**config.mk**
```make
export PLATFORM = sky130hd
export DESIGN_NAME = counter_arbiter
export DESIGN_NICKNAME = d
export VERILOG_FILES = /design/src/rtl/counter_arbiter.sv
export SDC_FILE = /design/constraint.sdc
export NUM_CORES = 1
export LEC_CHECK = 0
export ABC_AREA = 1
export CAP_MARGIN = 20
export CORE_ASPECT_RATIO = 0.7
export CORE_MARGIN = 8
export CORE_UTILIZATION = 28
export CTS_CLUSTER_SIZE = 12
export DETAILED_ROUTE_END_ITERATION = 10
export PLACE_DENSITY = 0.58
export SYNTH_ARGS = -nofsm -noshare
export SYNTH_HDL_FRONTEND = slang
export SYNTH_SLANG_ARGS = --single-unit
```
**constraint.sdc**
```tcl
create_clock -name clk -period 4.44 [get_ports clk]
set_clock_uncertainty 0.1 [all_clocks]
set_input_delay 0.888 -clock clk [delete_from_list [all_inputs] [get_ports clk]]
set_output_delay 0.888 -clock clk [all_outputs]
set_load 0.02 [all_outputs]
```
**src/rtl/counter_arbiter.sv**
```systemverilog
// counter_arbiter: shares one load/enable counter between NREQ requesters.
// Each requester issues a load or a count-N command. Commands are arbitrated
// round-robin and the counter's load/enable strobes are sequenced for the
// winner, which then receives a one-cycle done pulse with the counter value.
// Optional feature macro: COUNTER_ARB_FIXED_PRIO_EN selects fixed priority
// (lowest index wins) and removes the round-robin pointer.
module counter_arbiter #(
  parameter int unsigned NREQ  = 4,
  parameter int unsigned WIDTH = 8
) (
  input  logic                  clk,
  input  logic                  rst_n,
  input  logic                  ena,
  input  logic [NREQ-1:0]       req,
  input  logic [NREQ-1:0]       req_load,
  input  logic [NREQ*WIDTH-1:0] req_data,
  output logic [NREQ-1:0]       gnt,
  output logic [NREQ-1:0]       done,
  output logic [WIDTH-1:0]      result,
  output logic                  busy,
  output logic                  cnt_load,
  output logic [WIDTH-1:0]      cnt_data,
  output logic                  cnt_en,
  input  logic [WIDTH-1:0]      cnt_value
);

  localparam int unsigned PW = (NREQ > 1) ? $clog2(NREQ) : 1;

  typedef enum logic [1:0] {StIdle, StLoad, StCount, StDone} state_e;

  state_e            r_state, w_state_next;
  logic [NREQ-1:0]   r_gnt;
  logic [WIDTH-1:0]  r_data;
  logic [WIDTH-1:0]  r_rem;

  logic              w_found;
  logic [PW-1:0]     w_win;
  logic [NREQ-1:0]   w_win_oh;
  logic              w_grant;
  logic [WIDTH-1:0]  w_win_data;

`ifdef COUNTER_ARB_FIXED_PRIO_EN
  // Fixed priority: scan from the top so the lowest requesting index wins last.
  always_comb begin
    w_found = 1'b0;
    w_win   = '0;
    for (int i = int'(NREQ) - 1; i >= 0; i--) begin
      if (req[i]) begin
        w_found = 1'b1;
        w_win   = PW'(i);
      end
    end
  end
`else
  logic [PW-1:0] r_ptr;

  // Round-robin search starting at the pointer, wrapping modulo NREQ.
  always_comb begin
    int unsigned idx;
    w_found = 1'b0;
    w_win   = '0;
    idx     = 0;
    for (int unsigned k = 0; k < NREQ; k++) begin
      idx = 32'(r_ptr) + k;
      if (idx >= NREQ) idx = idx - NREQ;
      if (!w_found && req[idx[PW-1:0]]) begin
        w_found = 1'b1;
        w_win   = idx[PW-1:0];
      end
    end
  end

  // Pointer moves just past each winner so it becomes lowest priority next.
  always_ff @(posedge clk) begin
    if (!rst_n) begin
      r_ptr <= '0;
    end else if (w_grant) begin
      r_ptr <= (w_win == PW'(NREQ - 1)) ? '0 : w_win + 1'b1;
    end
  end
`endif

  // One-hot form of the winner and its data slice.
  always_comb begin
    w_win_oh        = '0;
    w_win_oh[w_win] = 1'b1;
    w_win_data      = req_data[w_win*WIDTH +: WIDTH];
  end

  assign w_grant = (r_state == StIdle) && ena && w_found;

  // Next state and counter strobes; ena low holds state and forces strobes off.
  always_comb begin
    w_state_next = r_state;
    cnt_load     = 1'b0;
    cnt_en       = 1'b0;
    cnt_data     = '0;
    done         = '0;
    result       = '0;
    case (r_state)
      StIdle: begin
        if (w_grant) w_state_next = req_load[w_win] ? StLoad : StCount;
      end
      StLoad: begin
        cnt_data = r_data;
        if (ena) begin
          cnt_load     = 1'b1;
          w_state_next = StDone;
        end
      end
      StCount: begin
        if (ena) begin
          if (r_rem != '0) cnt_en = 1'b1;
          else             w_state_next = StDone;
        end
      end
      StDone: begin
        if (ena) begin
          done         = r_gnt;
          result       = cnt_value;
          w_state_next = StIdle;
        end
      end
      default: w_state_next = StIdle;
    endcase
  end

  // State, latched command and grant; the command is frozen once granted.
  always_ff @(posedge clk) begin
    if (!rst_n) begin
      r_state <= StIdle;
      r_gnt   <= '0;
      r_data  <= '0;
      r_rem   <= '0;
    end else begin
      r_state <= w_state_next;
      if (w_grant) begin
        r_gnt  <= w_win_oh;
        r_data <= w_win_data;
        r_rem  <= w_win_data;
      end else if (ena && (r_state == StCount) && (r_rem != '0)) begin
        r_rem <= r_rem - 1'b1;
      end else if (ena && (r_state == StDone)) begin
        r_gnt <= '0;
      end
    end
  end

  assign gnt  = r_gnt;
  assign busy = (r_state != StIdle);

endmodule
```
==> impl_metrics.csv <==
group,metric,value,unit
run_status,run_status,"finished clean",
logic_synthesis,yosysWarnings,0,
place,final_weighted_congestion_of_routability_driven_global_placement,0.857,
logic_synthesis,synth_fa_ha_area_frac,0.0598,
place,port_buffers,77,
logic_synthesis,synth_top_area_frac,0.209,
logic_synthesis,ys_top_cells_by_count,"92 x sky130_fd_sc_hd__nand2_1, 71 x sky130_fd_sc_hd__inv_1, 29 x sky130_fd_sc_hd__a21oi_1",
sta,drv_slew,0,
logic_synthesis,synth_area_per_cell,6.17,um^2
routing,route.antenna.remaining_nets,0,
sta,setup_tns,0,ps
sta,fin_crit_sh,0.801,
logic_synthesis,seq_cells_post_synth,24,
routing,vias_per_cell,4.54,
die,pin_count,78,
logic_synthesis,ys_seq_area_frac,0.209,
logic_synthesis,synthArstFlopShare,0,
clock_tree,cts.hold.buffers_added,0,
place,setup_ws_pre_cts,884,ps
logic_synthesis,synth_mux_area_frac,0,
die,dieHeight,91.8,um
logic_synthesis,synth_cells,373,
clock_tree,cts_tree,"built",
setup_path,rr_startpoint,"r_ptr[0]$_SDFFE_PN0P_",
setup_path,timing.critical_path.required,3450,ps
final_layout,fin_nets,501,
sta,timing.max_slew.rel_slack,0.591,
setup_path,r2r-end,"r_ptr[1]$_SDFFE_PN0P_",
logic_synthesis,synth.distinct_cells,26,
place,place_hpwl,5280,um
global_routing,grt_max_degree,22,
setup_path,cp_slowest_stage_delay,630,ps
clock_tree,cts_sinks,24,
logic_synthesis,yosys.cell_count.top_type,"sky130_fd_sc_hd__nand2_1",
sta,setup_viol,0,
clock_tree,cts_root_buffer,"sky130_fd_sc_hd__clkbuf_16",
routing,post_detailed_routing_wire_length,6590,um
setup_path,worst-path-max-fanout,13,
logic_synthesis,synth_edf_count,0,
logic_synthesis,postSynth.topFlopCell,"sky130_fd_sc_hd__dfxtp_1",
routing,routedWlPerCell,12.2,um
min_path,holdPathEnd,"r_data[5]$_SDFFE_PN0P_",
global_routing,grt_antenna_before_repair,0,
sta,hold_violations,0,
setup_path,setup.worst_path.start_class,"input pin",
pwr,total_leakage_power,1.57,nW
final_layout,nFillCells,891,
routing,dr.first_iter.drc_count,154,
die,design.die.area,11400,um^2
pwr,ir_drop,0.279,mV
global_routing,grt_use_total,0.115,
final_layout,area.growth.synth_to_final,36.1,%
logic_synthesis,synth_simple_gate_area_frac,0.418,
logic_synthesis,yosys.area.top_type,"sky130_fd_sc_hd__dfxtp_1",
setup_path,cpMostUsedCell,"sky130_fd_sc_hd__clkdlybuf4s50_1",
sta,setup_ws,884,ps
global_routing,first_pass_grt_wire_length,11300,um
die,placeableCoreArea,7910,um^2
routing,detail_route.drc_violations,0,
clock_tree,cts_max_level,1,
final_layout,antenna_cells_inserted,0,
logic_synthesis,synth_area,2300,um^2
min_path,min_path_cells,2,
die,rows,27,
sta,fmaxAchievable,281,MHz
logic_synthesis,ys_top_cells_by_area,"sky130_fd_sc_hd__dfxtp_1 21%, sky130_fd_sc_hd__nand2_1 15%, sky130_fd_sc_hd__inv_1 12%, sky130_fd_sc_hd__a21oi_1 6.3%, sky130_fd_sc_hd__ha_1 6.0%",
setup_path,cp-end-kind,"output pin",
sta,hold_ws,365,ps
die,die_width,124,um
clock_tree,clock_latency,260,ps
clock_tree,cts_made_buffers,3,
global_routing,global_route.overflow_total,0,
clock_tree,cts_resized,0,
logic_synthesis,compound_gate_fraction_of_synth_area,0.104,
setup_path,critPathKind,"input pin to output pin",
clock_tree,cts.clk_slew.worst_paths,60,ps
sta,layout_min_cycle_time,3560,ps
routing,num_vias,2445,
logic_synthesis,post_synth_xor_area_fraction,0.0114,
final_layout,post_route_cells_drive_above_1_share,0.0890,
global_routing,grt_pass1_vias,2408,
setup_path,arrival,2570,ps
setup_path,timing.reg2reg.worst_path_depth,12,
setup_path,rrSetupSlack,1390,ps
die,floorplan.initialDensity,0.291,
sta,grt_setup_unrepaired,"false",
logic_synthesis,main_combinational_cell_family_by_area_after_synthesis,"simple AND/OR/NAND/NOR gates",
clock_tree,cts_max_path_buffers,2,
job,drv_cap,0,
sta,worst-slew-pin-transition,612,ps
min_path,hp-start,"r_data[5]$_SDFFE_PN0P_",
routing,first_pass_iters,4,
clock_tree,post_cts_buffers,0,
setup_path,cp_slowest_cell,"sky130_fd_sc_hd__clkdlybuf4s50_1",
setup_path,worst_path_cell_trace,"clkdlybuf4s50_1, nand2_1, nor2_1, clkdlybuf4s50_1",
pwr,power-per-cell-area,671,nW/um^2
logic_synthesis,synth_fp_nets,435,
min_path,holdCritPathClass,"register to register",
-- flip-flops by register name, indices dropped and copies added, names as in the netlist --
register / flops
r_data: 8
r_rem: 8
gnt: 4
r_ptr: 2
r_state: 2
-- logic make-up after synthesis --
logic type / after synthesis
buffers and inverters: 94
flip-flops: 24
XOR/XNOR: 3
AND/OR/NAND/NOR: 194
adder cells (fa/ha/maj): 11
AO/OA/AOI/OAI: 47
-- worst max-delay path by stage --
| stage | cells after the start | endpoint | startpoint | slack [ps] |
|---|---|---|---|---|
| after detailed placement | 4 | done[2] | ena | 880 |
| after floorplan | 13 | r_ptr[1]$_SDFFE_PN0P_ | req[3] | 1980 |
| final | 4 | done[1] | ena | 880 |
| after global placement | 4 | result[3] | ena | 910 |
| after global routing | 4 | result[1] | ena | 770 |
| after CTS | 4 | done[2] | ena | 890 |
-- layout by cell type, fill, tap and decap left out --
cell type	netlist	layout
sky130_fd_sc_hd__a31oi_1	1	1
sky130_fd_sc_hd__nand3_1	26	26
sky130_fd_sc_hd__nand4_1	18	18
sky130_fd_sc_hd__xor2_1	2	2
sky130_fd_sc_hd__o21ai_1	1	1
sky130_fd_sc_hd__inv_4	2	2
sky130_fd_sc_hd__nor3_1	2	2
sky130_fd_sc_hd__clkbuf_8	0	1
sky130_fd_sc_hd__nand2_4	8	8
sky130_fd_sc_hd__dfxtp_1	24	24
sky130_fd_sc_hd__nand2_2	11	11
sky130_fd_sc_hd__nand3_2	3	3
sky130_fd_sc_hd__clkbuf_16	0	3
sky130_fd_sc_hd__a21oi_1	29	29
sky130_fd_sc_hd__xnor2_1	1	1
sky130_fd_sc_hd__inv_2	5	5
sky130_fd_sc_hd__clkdlybuf4s50_1	0	77
sky130_fd_sc_hd__nor2_1	28	28
sky130_fd_sc_hd__nand3_4	2	2
sky130_fd_sc_hd__o21a_1	1	1
sky130_fd_sc_hd__or2_2	2	2
sky130_fd_sc_hd__o21ai_0	15	15
sky130_fd_sc_hd__nand2_1	92	92
sky130_fd_sc_hd__ha_1	11	11
sky130_fd_sc_hd__inv_1	71	71
sky130_fd_sc_hd__nor2_4	2	2
-- where the power goes --
| part | total, mW | leakage, nW | internal, mW | switching (mW) |
|---|---|---|---|---|
| combinational | 1.48 | 1.33 | 0.527 | 0.955 |
| clock | 0.216 | 0.0442 | 0.138 | 0.0778 |
| sequential | 0.402 | 0.197 | 0.312 | 0.0892 |
| total | 2.10 | 1.57 | 0.977 | 1.12 |
-- worst max-delay path: cells and delay by family --
| family | cells | cell delay (ps) |
|---|---|---|
| AND/OR/NAND/NOR | 2 | 510 |
| buffers and inverters | 2 | 1160 |
-- metal layers --
metal  routed length, um  GRT usage  up-vias  share of wire
li1                    -          -     1282              -
met1                3340      0.153     1078           0.51
met2                2760      0.183       79           0.42
met3                 434     0.0316        6          0.066
met4                  54     0.0210        0         0.0082
met5                   0          0        -              0
-- metrics by stage --
stage                     cell area (um^2)  total power, mW   util  std cells
after floorplan                       2300             1.65      -        373
after global placement                3040             1.86  0.385        535
after detailed placement              3040             1.89  0.385        535
after CTS                             3130             2.11  0.396        539
after global routing                  3130             2.34  0.396        539
final                                 3130             2.10  0.396        539
-- cell type report --
class                      count  area [um^2]  area share
clock buffer                   4         88.8      0.0284
multi-input combinational    255         1370       0.436
inverter                      78          298      0.0952
timing repair buffer          77          771       0.246
sequential                    24          480       0.154
tap                          101          126      0.0404
(Power assumes the default switching activity.)
